### config.mk
export PLATFORM = sky130hd
export DESIGN_NAME = whack_score_accum
export DESIGN_NICKNAME = d
export VERILOG_FILES = /design/src/rtl/whack_score_accum.sv
export SDC_FILE = /design/constraint.sdc
export NUM_CORES = 1
export LEC_CHECK = 0
export ABC_AREA = 1
export CORE_UTILIZATION = 35
export DETAILED_ROUTE_END_ITERATION = 7
export PLACE_DENSITY = 0.57
export SLEW_MARGIN = 25
export SYNTH_ARGS = -nofsm -noshare
export SYNTH_HDL_FRONTEND = slang
export SYNTH_SLANG_ARGS = --single-unit
### constraint.sdc
create_clock -name clk -period 4.65 [get_ports clk]
set_input_delay 1.1625 -clock clk [delete_from_list [all_inputs] [get_ports clk]]
set_output_delay 1.1625 -clock clk [all_outputs]
set_load 0.005 [all_outputs]
### src/rtl/whack_score_accum.sv
// Two-stage whack-a-mole score accumulator: S1 counts hits and picks the combo
// multiplier, S2 adds points into a saturating score. WHACK_PENALTY_EN subtracts unlit whacks.
module whack_score_accum #(
    parameter int N_HOLES   = 18,
    parameter int SCORE_W   = 11,
    parameter int MAX_COMBO = 5
) (
    input  logic                         clk,
    input  logic                         rst_n,
    input  logic                         round_valid,
    input  logic [N_HOLES-1:0]           led,
    input  logic [N_HOLES-1:0]           whacked,
    input  logic                         clear,
    output logic [SCORE_W-1:0]           score,
    output logic [3:0]                   combo,
    output logic [$clog2(N_HOLES+1)-1:0] last_hits,
    output logic                         score_valid,
    output logic                         saturated
);
    localparam int HW   = $clog2(N_HOLES + 1);
    localparam int PW   = HW + 4;
    localparam int SUMW = ((PW > SCORE_W) ? PW : SCORE_W) + 1;
    localparam logic [4:0]      MAXC = 5'(MAX_COMBO);
    localparam logic [SUMW-1:0] MAXV = {{(SUMW-SCORE_W){1'b0}}, {SCORE_W{1'b1}}};

    localparam logic [0:0] IDLE = 1'b0;
    localparam logic [0:0] BUSY = 1'b1;

    function automatic logic [HW-1:0] popcount(input logic [N_HOLES-1:0] v);
        logic [HW-1:0] c;
        c = '0;
        for (int unsigned i = 0; i < N_HOLES; i++) c = c + HW'(v[i]);
        return c;
    endfunction

    logic [0:0]         state_q, state_d;
    logic [HW-1:0]      hits_q, hits_d;
    logic [3:0]         mult_q, mult_d;
    logic [3:0]         combo_q;
    logic [SCORE_W-1:0] score_q, score_d;
    logic [HW-1:0]      last_hits_q;
    logic               score_valid_q, sat_q, clip;

    logic [N_HOLES-1:0] hit_mask;
    logic               any_lit, full;
    logic [4:0]         combo_inc;
    logic [PW-1:0]      points;
    logic [SUMW-1:0]    sum, clipped;

    assign hit_mask  = led & whacked;
    assign any_lit   = |led;
    assign full      = any_lit && (hit_mask == led);
    assign combo_inc = {1'b0, combo_q} + 5'd1;

    // An empty round reuses the current combo as its multiplier so the combo register holds.
    always_comb begin
        hits_d = popcount(hit_mask);
        mult_d = 4'd1;
        if (!any_lit)
            mult_d = combo_q;
        else if (full && combo_q != 4'd0)
            mult_d = (combo_inc > MAXC) ? MAXC[3:0] : combo_inc[3:0];
    end

    always_comb begin
        state_d = IDLE;
        case (state_q)
            IDLE:    state_d = round_valid ? BUSY : IDLE;
            BUSY:    state_d = round_valid ? BUSY : IDLE;
            default: state_d = IDLE;
        endcase
    end

`ifdef WHACK_PENALTY_EN
    logic [HW-1:0] misses_q;
    always_ff @(posedge clk or negedge rst_n) begin
        if (!rst_n)
            misses_q <= '0;
        else if (round_valid)
            misses_q <= popcount(whacked & ~led);
    end
`endif

    assign points  = PW'(hits_q) * PW'(mult_q);
    assign sum     = SUMW'(score_q) + SUMW'(points);
    assign clip    = sum > MAXV;
    assign clipped = clip ? MAXV : sum;

`ifdef WHACK_PENALTY_EN
    // Penalty applies after the upper clip and floors at zero; it never sets saturated.
    always_comb begin
        if (clipped < SUMW'(misses_q))
            score_d = '0;
        else
            score_d = SCORE_W'(clipped - SUMW'(misses_q));
    end
`else
    always_comb score_d = clipped[SCORE_W-1:0];
`endif

    always_ff @(posedge clk or negedge rst_n) begin
        if (!rst_n) begin
            state_q <= IDLE;
            hits_q  <= '0;
            mult_q  <= '0;
            combo_q <= '0;
        end else if (clear) begin
            state_q <= IDLE;
            combo_q <= '0;
        end else begin
            state_q <= state_d;
            if (round_valid) begin
                hits_q  <= hits_d;
                mult_q  <= mult_d;
                combo_q <= mult_d;
            end
        end
    end

    always_ff @(posedge clk or negedge rst_n) begin
        if (!rst_n) begin
            score_q       <= '0;
            last_hits_q   <= '0;
            score_valid_q <= 1'b0;
            sat_q         <= 1'b0;
        end else if (clear) begin
            score_q       <= '0;
            last_hits_q   <= '0;
            score_valid_q <= 1'b0;
            sat_q         <= 1'b0;
        end else begin
            score_valid_q <= (state_q == BUSY);
            if (state_q == BUSY) begin
                score_q     <= score_d;
                last_hits_q <= hits_q;
                if (clip) sat_q <= 1'b1;
            end
        end
    end

    assign score       = score_q;
    assign combo       = combo_q;
    assign last_hits   = last_hits_q;
    assign score_valid = score_valid_q;
    assign saturated   = sat_q;

endmodule

==> results of run 1 <==
==> cell families (layout without fill, tap and decap cells) <==
group                      after synthesis  after routing  synth area share, %
and+or+nand+nor                        211            211                 28.1
buffers and inverters                  111            194                 13.3
xor gates and xnor gates                 2              2                0.548
DFF                                     32             32                 25.0
adders and majority gates               54             54                 26.8
AOI/OAI and AO/OA                       31             31                 6.26
==> metrics by stage <==
stage	cells	setup WS (ns)	setup TNS [ns]	power (mW)	cell area, um2
after floorplan	441	0.00617	0	0.560	3210
after global placement	624	-0.537	-2.11	0.704	4060
after detailed placement	624	-0.591	-2.31	0.711	4060
after CTS	632	-0.0112	-0.0112	0.962	4120
after global routing	632	-0.0877	-0.156	1.05	4150
final	632	0.118	0	0.952	4150
==> path summary, 6_finish.rpt <==
path	to	slack, ns	depth (start not counted)
max	hits_q[4]	0.12	16
min	saturated	0.49	2
max reg2reg	score[6]	1.10	16
min reg2reg	saturated	0.49	2
max in group asynchronous	combo[3]	3.06	2
min in group asynchronous	score[4]	1.27	2
==> synthesized netlist by cell type <==
cell type  number  share of area (%)
nor2_1         26                3.1
xor2_1          2               0.55
dfrtp_1        32                 25
nor3_1          3               0.47
a21oi_1        10                1.6
nor3b_2         1               0.39
nand2_2         4               0.78
o211ai_2        1               0.39
inv_1         106                 12
nand2_4         1               0.35
ha_1           30                 12
o211ai_1        2               0.47
o21ai_0        11                1.7
buf_6           1               0.35
a22oi_1         1               0.23
nand3_2         3               0.94
inv_2           1               0.12
o21ai_4         1               0.51
or2_1           1               0.20
nand3_1        24                3.8
clkinv_1        1               0.12
nor3_2          1               0.31
nand2_1       142                 17
fa_1           24                 15
or2_2           1               0.20
o21ai_2         2               0.55
nor2_2          1               0.20
buf_2           2               0.31
nor2_4          1               0.35
a22o_1          3               0.82
nand4_1         2               0.39
==> worst max-delay path, delay by kind of cell <==
family | cells | cell delay (ns)
and+or+nand+nor | 2 | 0.16
buffers and inverters | 5 | 0.28
AOI/OAI and AO/OA | 2 | 0.22
adders and majority gates | 7 | 2.90
==> routing by layer <==
metal	vias up	GRT usage, %	share of wire, %
met2	53	28.3	46
met4	0	4.98	1.1
li1	1489	-	-
met1	1316	22.7	49
met5	-	0	0
met3	6	2.88	4.0
==> cell type report <==
| cell class | instances | share of cell area [%] |
|---|---|---|
| Multi-Input combinational cell | 298 | 48.1 |
| Sequential cell | 32 | 19.3 |
| Timing Repair Buffer | 79 | 17.3 |
| Inverter | 108 | 9.76 |
| Tap cell | 108 | 3.25 |
| Clock buffer | 7 | 2.32 |
==> state kept, by name, indices dropped and copies added (netlist names) <==
register     cells
mult_q           4
last_hits        5
score           11
saturated        1
hits_q           5
state_q          1
combo            4
score_valid      1
==> power breakdown <==
part / total, mW / switching, mW / leakage [nW] / internal, mW
sequential: 0.346 / 0.0412 / 0.432 / 0.305
combinational: 0.362 / 0.181 / 2.00 / 0.181
clock: 0.243 / 0.111 / 0.0503 / 0.132
==> timing repair <==
action / 4_1_cts / 5_1_grt
resized for setup: 81 / 15
buffers inserted: 1 / 0
endpoints found under the setup margin: 4 / 4
pin swaps: 21 / 18
hold buffers: 0 / 0
==> results_dict.tcl, run 1 <==
set metrics [dict create \
    outcome "finished, final reports clean" \
    dr.pass1.iters 4 \
    slowest_delay_ns 0.54 \
    cp_data_arrival_time_ns 4.74 \
    worst-path-max-fanout 2 \
    drc_errors 0 \
    regArea_um2 801 \
    die_x_um 97.6 \
    layout_commonest_cell "nand2_1" \
    drive_gt1_share_pct 15.5 \
    p_per_area_nw_per_um2 229 \
    wl_um 7280 \
    antenna_found_initial 0 \
    vdd_drop_max_mv 0.108 \
    tightest_slew_ns 0.421 \
    hold_class "reg -> reg" \
    syn_nets 535 \
    crit_chain "buf_6 > nand2_2 > inv_2 > fa_1 > inv_1 > fa_1 > fa_1 > fa_1 > fa_1 > inv_1 > ha_2 > inv_2 > fa_2 > nor2_2 > o21ai_1 > a22oi_1" \
    max-slew-margin-rel_pct 71.9 \
    synthCells 441 \
    crit_type "in -> reg" \
    pin_count 62 \
    dp_hpwl_um 6140 \
    r2r-start "hits_q[1]" \
    worstSkewPairLatency_ns 0.29 \
    cts_root_buf "clkbuf_8" \
    grt_overflow 0 \
    initial_utilization_pct 36.5 \
    grt_pass1_vias 2917 \
    clockBufferDepth 2 \
    cp-start-kind "primary input" \
    multiInputGateArea_um2 2000 \
    synth_warnings 0 \
    netlist_area_um2 3200 \
    crit_start "whacked[5]" \
    n_fill_cell 905 \
    dieHeight_um 97.6 \
    grt_max_degree 33 \
    core_um2 8760 \
    synth_cell_types 31 \
    cts_tree "yes" \
    htree_levels 2 \
    grt_pass1_wl_um 13100 \
    detail_route.wl_per_cell_um 11.5 \
    cts_sinks 32 \
    worstPathRequired_ns 4.86 \
    cp-end-kind "flop" \
    drt_iter0_markers 96 \
    place.gp.congestion 0.819 \
    grt_use_total_pct 17.0 \
    drv_slew 0 \
    finish.net_count 618 \
    post-route-util_pct 47.4 \
    rows 34 \
    finalSetupViolations 0 \
    fin_crit_ns 4.53 \
    io_buffer_count 61 \
    cts_made_buffers 5 \
    min_from "saturated" \
    path_clk_slew_ns 0.07 \
    cp_common_cell "fa_1" \
    whs_ns 0.490 \
    timing.final.crit_share_pct 97.5 \
    syn2layout_area_growth_pct 29.9 \
    max_cap_violations 0 \
    worst_clock_skew_ns 0.0108 \
    total_leakage_power_nw 2.48 \
    dieArea_um2 9520 \
    vias 2864 \
    rsz0062_at_grt "true" \
    ant_nets 0 \
    mostFrequentLayoutCells "136 x nand2_1, 96 x inv_1, 43 x clkdlybuf4s50_1, 32 x dfrtp_1, 29 x ha_1" \
    diodes 0 \
    syn_avg_cell_area_um2 7.25 \
    cp_slowest_cell "fa_1" \
    via_per_inst 4.53 \
    hold_viol 0 \
    ys_ff_latch 32 \
    max_freq_ghz 0.221 \
    ys_seq_area_share_pct 25.0 \
]
Power figures use the tool's default switching activity.
==> run 2, diff against run 1 <==
--- a/config.mk
+++ b/config.mk
@@ -6,6 +6,7 @@
 export NUM_CORES = 1
 export LEC_CHECK = 0
 export ABC_AREA = 1
+export CORE_ASPECT_RATIO = 1.25
 export CORE_UTILIZATION = 35
 export DETAILED_ROUTE_END_ITERATION = 7
 export PLACE_DENSITY = 0.57
==> run 2 against run 1 <==
Setup slack improved by 0.026 ns. Register-to-register slack improved by 0.03 ns. Flip-flop and latch count did not move. Critical path depth rose by 1. Combinational power rose by 1%. Power rose by 2.3%. Via count rose by 0.14%. Sequential power barely moved. Hold slack improved by 0.011 ns. Final cell count rose by 1.7%. Highest routed layer unchanged.
==> results_dict.tcl, run 2 (synthesized netlist as in run 1, its figures left out) <==
set metrics [dict create \
    die_x_um 87.5 \
    timing.final.crit_share_pct 96.9 \
    holdPathStages 2 \
    grt_overflow 0 \
    ant_nets 0 \
    grt_busiest_layer "met2" \
    r2r_cells 16 \
    mostFrequentLayoutCells "138 x nand2_1, 93 x inv_1, 43 x clkdlybuf4s50_1, 32 x dfrtp_1, 29 x ha_1" \
    grt_max_degree 33 \
    fin_area_um2 4150 \
    vdd_drop_max_mv 0.111 \
    dp_hpwl_um 6090 \
    worstPathRequired_ns 4.82 \
    finalSetupViolations 0 \
    hold_viol 0 \
    cts_made_buffers 5 \
    r2r-start "hits_q[1]" \
    cp-start-kind "primary input" \
    worst-path-max-fanout 2 \
    hold_class "reg -> reg" \
    min_from "saturated" \
    use_met3_pct 3.41 \
    max_freq_ghz 0.222 \
    layout_commonest_cell "nand2_1" \
    dr.pass1.iters 4 \
    r2r-end "score[6]" \
    detail_route.wl_per_cell_um 11.1 \
    drive_gt1_share_pct 14.9 \
    max-slew-margin-rel_pct 72.4 \
    cp_data_arrival_time_ns 4.67 \
    drc_errors 0 \
    wl_um 7150 \
    crit_chain "buf_6 > nand2_4 > inv_2 > fa_1 > inv_2 > fa_1 > fa_1 > fa_1 > fa_1 > inv_2 > ha_4 > inv_2 > fa_2 > nor2_2 > nor2_1 > nand2_1 > o21ai_1" \
    grt_pass1_vias 3030 \
    worstSkewPairLatency_ns 0.28 \
    cts_sinks 32 \
    crit_type "in -> reg" \
    met1_usage_pct 18.4 \
    slowest_delay_ns 0.54 \
    clockBufferDepth 2 \
    dp_cells 635 \
    tightest_slew_ns 0.415 \
    cp_slowest_cell "fa_1" \
    outcome "finished, final reports clean" \
    vias 2868 \
    hold_path_end "saturated" \
    grtUsageMet2_pct 34.4 \
    via_per_inst 4.46 \
    path_clk_slew_ns 0.07 \
    p_per_area_nw_per_um2 235 \
    grt_use_total_pct 17.5 \
    syn2layout_area_growth_pct 29.9 \
    fin_crit_ns 4.51 \
    fin_cells 643 \
    grt_pass1_wl_um 13000 \
    finish.net_count 616 \
    diodes 0 \
    post-route-util_pct 47.2 \
    power.total_mw 0.974 \
    worst_clock_skew_ns 0.0106 \
    placed_area_um2 4070 \
    drt_iter0_markers 86 \
    cp_common_cell "fa_1" \
    htree_levels 2 \
    drv_slew 0 \
    cts_root_buf "clkbuf_8" \
    dieHeight_um 109 \
    core_um2 8800 \
    largest_register_ffs 11 \
    place.gp.congestion 0.907 \
    initial_utilization_pct 36.4 \
    cp_top_family "adder cells" \
    cts_tree "yes" \
    max_cap_violations 0 \
    antenna_found_initial 0 \
    total_leakage_power_nw 2.47 \
    path_buf_inv 5 \
    io_buffer_count 61 \
    dieArea_um2 9530 \
    rows 38 \
    cp-end-kind "flop" \
    pin_count 62 \
    reg2reg_slack_ns 1.13 \
    n_fill_cell 904 \
]
## run 2: changes by cell type in the layout (fill, tap and decap cells not counted), sizes merged
cell           change
clkinv             +1
buf               -10
bufinv             +1
clkdlybuf4s15      +3
clkbuf             +4
## run 2: routing by layer
| metal | vias up | share of wire [%] |
|---|---|---|
| met5 | - | 0 |
| met4 | 0 | 1.9 |
| met3 | 9 | 4.1 |
| met2 | 63 | 53 |
| met1 | 1313 | 41 |
| li1 | 1483 | - |
## run 2: area by class of cell
class / count / area [um2] / share of cell area, %
inverter: 108 / 405 / 9.76
multi-input combinational: 298 / 2010 / 48.3
clock buffer: 6 / 72.6 / 1.75
timing repair buffer: 77 / 682 / 16.4
tap: 120 / 150 / 3.62
clock inverter: 2 / 35.0 / 0.844
sequential: 32 / 801 / 19.3
## run 2: worst max path at each step
stage	endpoint	slack [ns]	cells after the start	from
floorplan	hits_q[4]	0.006	15	whacked[5]
global placement	hits_q[2]	-0.51	17	whacked[5]
detailed placement	hits_q[2]	-0.54	17	whacked[13]
CTS	hits_q[2]	-0.05	17	led[1]
global route	hits_q[2]	-0.0009	17	whacked[11]
finish	hits_q[2]	0.14	17	led[1]
## run 2: worst min-delay path, cell delays in order (launching register included)
cell and delay (ns):
dfrtp_1 0.35, nand2_1 0.06, nand2_1 0.06
## run 2: power by group
| group | internal [mW] | switching [mW] |
|---|---|---|
| clock network | 0.159 | 0.106 |
| registers | 0.305 | 0.0373 |
| logic | 0.179 | 0.187 |
## run 2: repair_timing
| action | 4_1_cts | 5_1_grt |
|---|---|---|
| endpoints found under the setup margin | 4 | 4 |
| buffers inserted | 0 | 0 |
| hold buffers | 0 | 0 |
| gates resized for setup | 73 | 12 |
| pin swaps | 21 | 11 |
| hold endpoints to repair | 0 | 0 |
## run 2: through the flow
| stage | hold slack, ns | setup WS [ns] | setup TNS, ns |
|---|---|---|---|
| CTS | 0.510 | -0.0453 | -0.0784 |
| detailed placement | 0.486 | -0.543 | -2.20 |
| global route | 0.546 | -0.000870 | -0.000870 |
| floorplan | 0.472 | 0.00617 | 0 |
| global placement | 0.472 | -0.508 | -1.99 |
| finish | 0.501 | 0.144 | 0 |
==> run 3, diff against run 2 <==
--- a/config.mk
+++ b/config.mk
@@ -7,6 +7,7 @@
 export LEC_CHECK = 0
 export ABC_AREA = 1
 export CORE_ASPECT_RATIO = 1.25
+export CORE_MARGIN = 2
 export CORE_UTILIZATION = 35
 export DETAILED_ROUTE_END_ITERATION = 7
 export PLACE_DENSITY = 0.57
==> constraint.sdc (replaced) <==
create_clock -name clk -period 4.65 [get_ports clk]
set_input_delay 0.6975 -clock clk [delete_from_list [all_inputs] [get_ports clk]]
set_output_delay 0.6975 -clock clk [all_outputs]
set_load 0.005 [all_outputs]
==> run 3 against run 2 <==
Design area is 1.6% higher. Flip-flop and latch count stayed put. Combinational power is 6.3% lower. Hold slack worse by 0.0083 ns. Sequential share of layout area is 0.31 points lower. Non-clock buffer count is 5 lower. Utilization is 0.46 points lower. Critical path type unchanged.
==> results_dict.tcl, run 3 (synthesized netlist as in run 1, its figures left out) <==
set metrics [dict create \
    outcome "finished, final reports clean" \
    path_clk_slew_ns 0.06 \
    rows 39 \
    htree_levels 2 \
    finalSetupViolations 0 \
    hold_viol 0 \
    cp_slowest_cell "fa_1" \
    finish.net_count 611 \
    cts_made_buffers 5 \
    antenna_found_initial 0 \
    rsz0062_at_grt "false" \
    mostFrequentLayoutCells "142 x nand2_1, 102 x inv_1, 45 x clkdlybuf4s50_1, 32 x dfrtp_1, 29 x ha_1" \
    cp_common_cell "fa_1" \
    dieArea_um2 9920 \
    worst_slack_ns 0.201 \
    post-cts-setup-buffer-count 0 \
    grt_overflow 0 \
    max-slew-margin-rel_pct 71.1 \
    max_cap_violations 0 \
    total_leakage_power_nw 2.60 \
    worstPathRequired_ns 4.81 \
    vdd_drop_max_mv 0.135 \
    place.gp.congestion 0.925 \
    grtUsageMet2_pct 29.5 \
    placed_area_um2 4020 \
    via_per_inst 4.46 \
    grt_use_total_pct 16.1 \
    dp_hpwl_um 6230 \
    clockBufferDepth 2 \
    whs_ns 0.492 \
    p_per_area_nw_per_um2 239 \
    ant_nets 0 \
    grt_max_degree 33 \
    drv_slew 0 \
    detail_route.wl_per_cell_um 11.6 \
    diodes 0 \
    cp-end-kind "flop" \
    finalSetupTns_ns 0 \
    grt_pass1_vias 2901 \
    cts_tree "yes" \
    layout_commonest_cell "nand2_1" \
    pin_count 62 \
    wl_um 7440 \
    use_met3_pct 3.20 \
    vias 2860 \
    cp-start-kind "primary input" \
    syn2layout_area_growth_pct 32.0 \
    path_buf_inv 5 \
    timing.final.crit_share_pct 95.7 \
    die_x_um 89.5 \
    drc_errors 0 \
    worstSkewPairLatency_ns 0.28 \
    worst_clock_skew_ns 0.00379 \
    hold_class "reg -> reg" \
    drive_gt1_share_pct 8.49 \
    crit_chain "clkdlybuf4s50_1 > nand2_1 > inv_1 > fa_1 > inv_1 > fa_1 > fa_1 > fa_1 > fa_1 > inv_1 > ha_2 > inv_2 > fa_2 > nor2_4 > nor2_1 > nand2_1 > o21ai_1" \
    largest_register_ffs 11 \
    fin_area_um2 4220 \
    drt_iter0_markers 114 \
    crit_type "in -> reg" \
    cts_root_buf "clkbuf_16" \
    cp_data_arrival_time_ns 4.61 \
    grt_busiest_layer "met2" \
    fin_crit_ns 4.45 \
    grt_pass1_wl_um 12700 \
    dr.pass1.iters 4 \
    met1_usage_pct 17.8 \
    max_freq_ghz 0.225 \
    core_um2 9030 \
    initial_utilization_pct 35.4 \
    place_ws_ns -0.350 \
    cts_sinks 32 \
    slowest_delay_ns 0.53 \
    worst-path-max-fanout 2 \
    dieHeight_um 111 \
    tightest_slew_ns 0.432 \
    cp_top_family "adder cells" \
    io_buffer_count 61 \
]
[run 3: cell types whose count changed in the layout (fill, tap and decap cells not counted), moves of 6 or more]
cell	change
inv_2	-9
dlymetal6s2s_1	+16
buf_2	-6
inv_1	+9
[run 3: what timing repair did]
item                       4_1_cts  5_1_grt
gates resized for setup          1       24
setup endpoints to repair        2        4
pin swaps                        2       15
hold endpoints to repair         0        0
hold buffers                     0        0
[run 3: through the flow]
step / total power [mW] / util (%) / std cells
final: 1.01 / 46.7 / 641
after global routing: 1.10 / 46.7 / 641
after CTS: 1.02 / 46.2 / 641
after detailed placement: 0.689 / 44.6 / 633
after global placement: 0.677 / 44.6 / 633
after floorplan: 0.555 / - / 441
[run 3: path summary, 6_finish.rpt]
path / start / end / slack (ns) / cells past startpoint
max in group asynchronous: rst_n / score[9] / 3.53 / 2
setup reg to reg: mult_q[3] / score[6] / 1.11 / 16
hold reg to reg: saturated / saturated / 0.49 / 2
min in group asynchronous: rst_n / last_hits[3] / 0.82 / 2
setup / recovery: led[3] / hits_q[2] / 0.20 / 17
hold / removal: saturated / saturated / 0.49 / 2
[run 3: metal layers]
metal  share of wire, %  wire length, um  up-vias
met2                 53             3920       78
met3                5.1              381       11
li1                   -                -     1469
met4                2.1              159        0
met1                 40             2980     1302
met5                  0                0        -
[run 3: area by class of cell]
cell class              count  area [um2]
clock buffers               5         125
clock inverters             3        18.8
fillers                   942        4810
inverters                 108         405
multi-input cells         298        1980
flip-flops and latches     32         801
well taps                 123         154
repair buffers             72         733
[run 3: power by group]
group | switching [mW] | leakage (nW) | internal [mW]
registers | 0.0353 | 0.432 | 0.306
logic | 0.181 | 2.10 | 0.163
clock network | 0.127 | 0.0736 | 0.197
[run 3: worst reg2reg max path, delay by kind of cell, from the launching register on]
family | cells | cell delay (ns)
fa+ha+maj | 4 | 1.87
simple gates | 6 | 0.60
compound gates | 3 | 0.36
buf+inv | 3 | 0.15
flops | 1 | 0.44
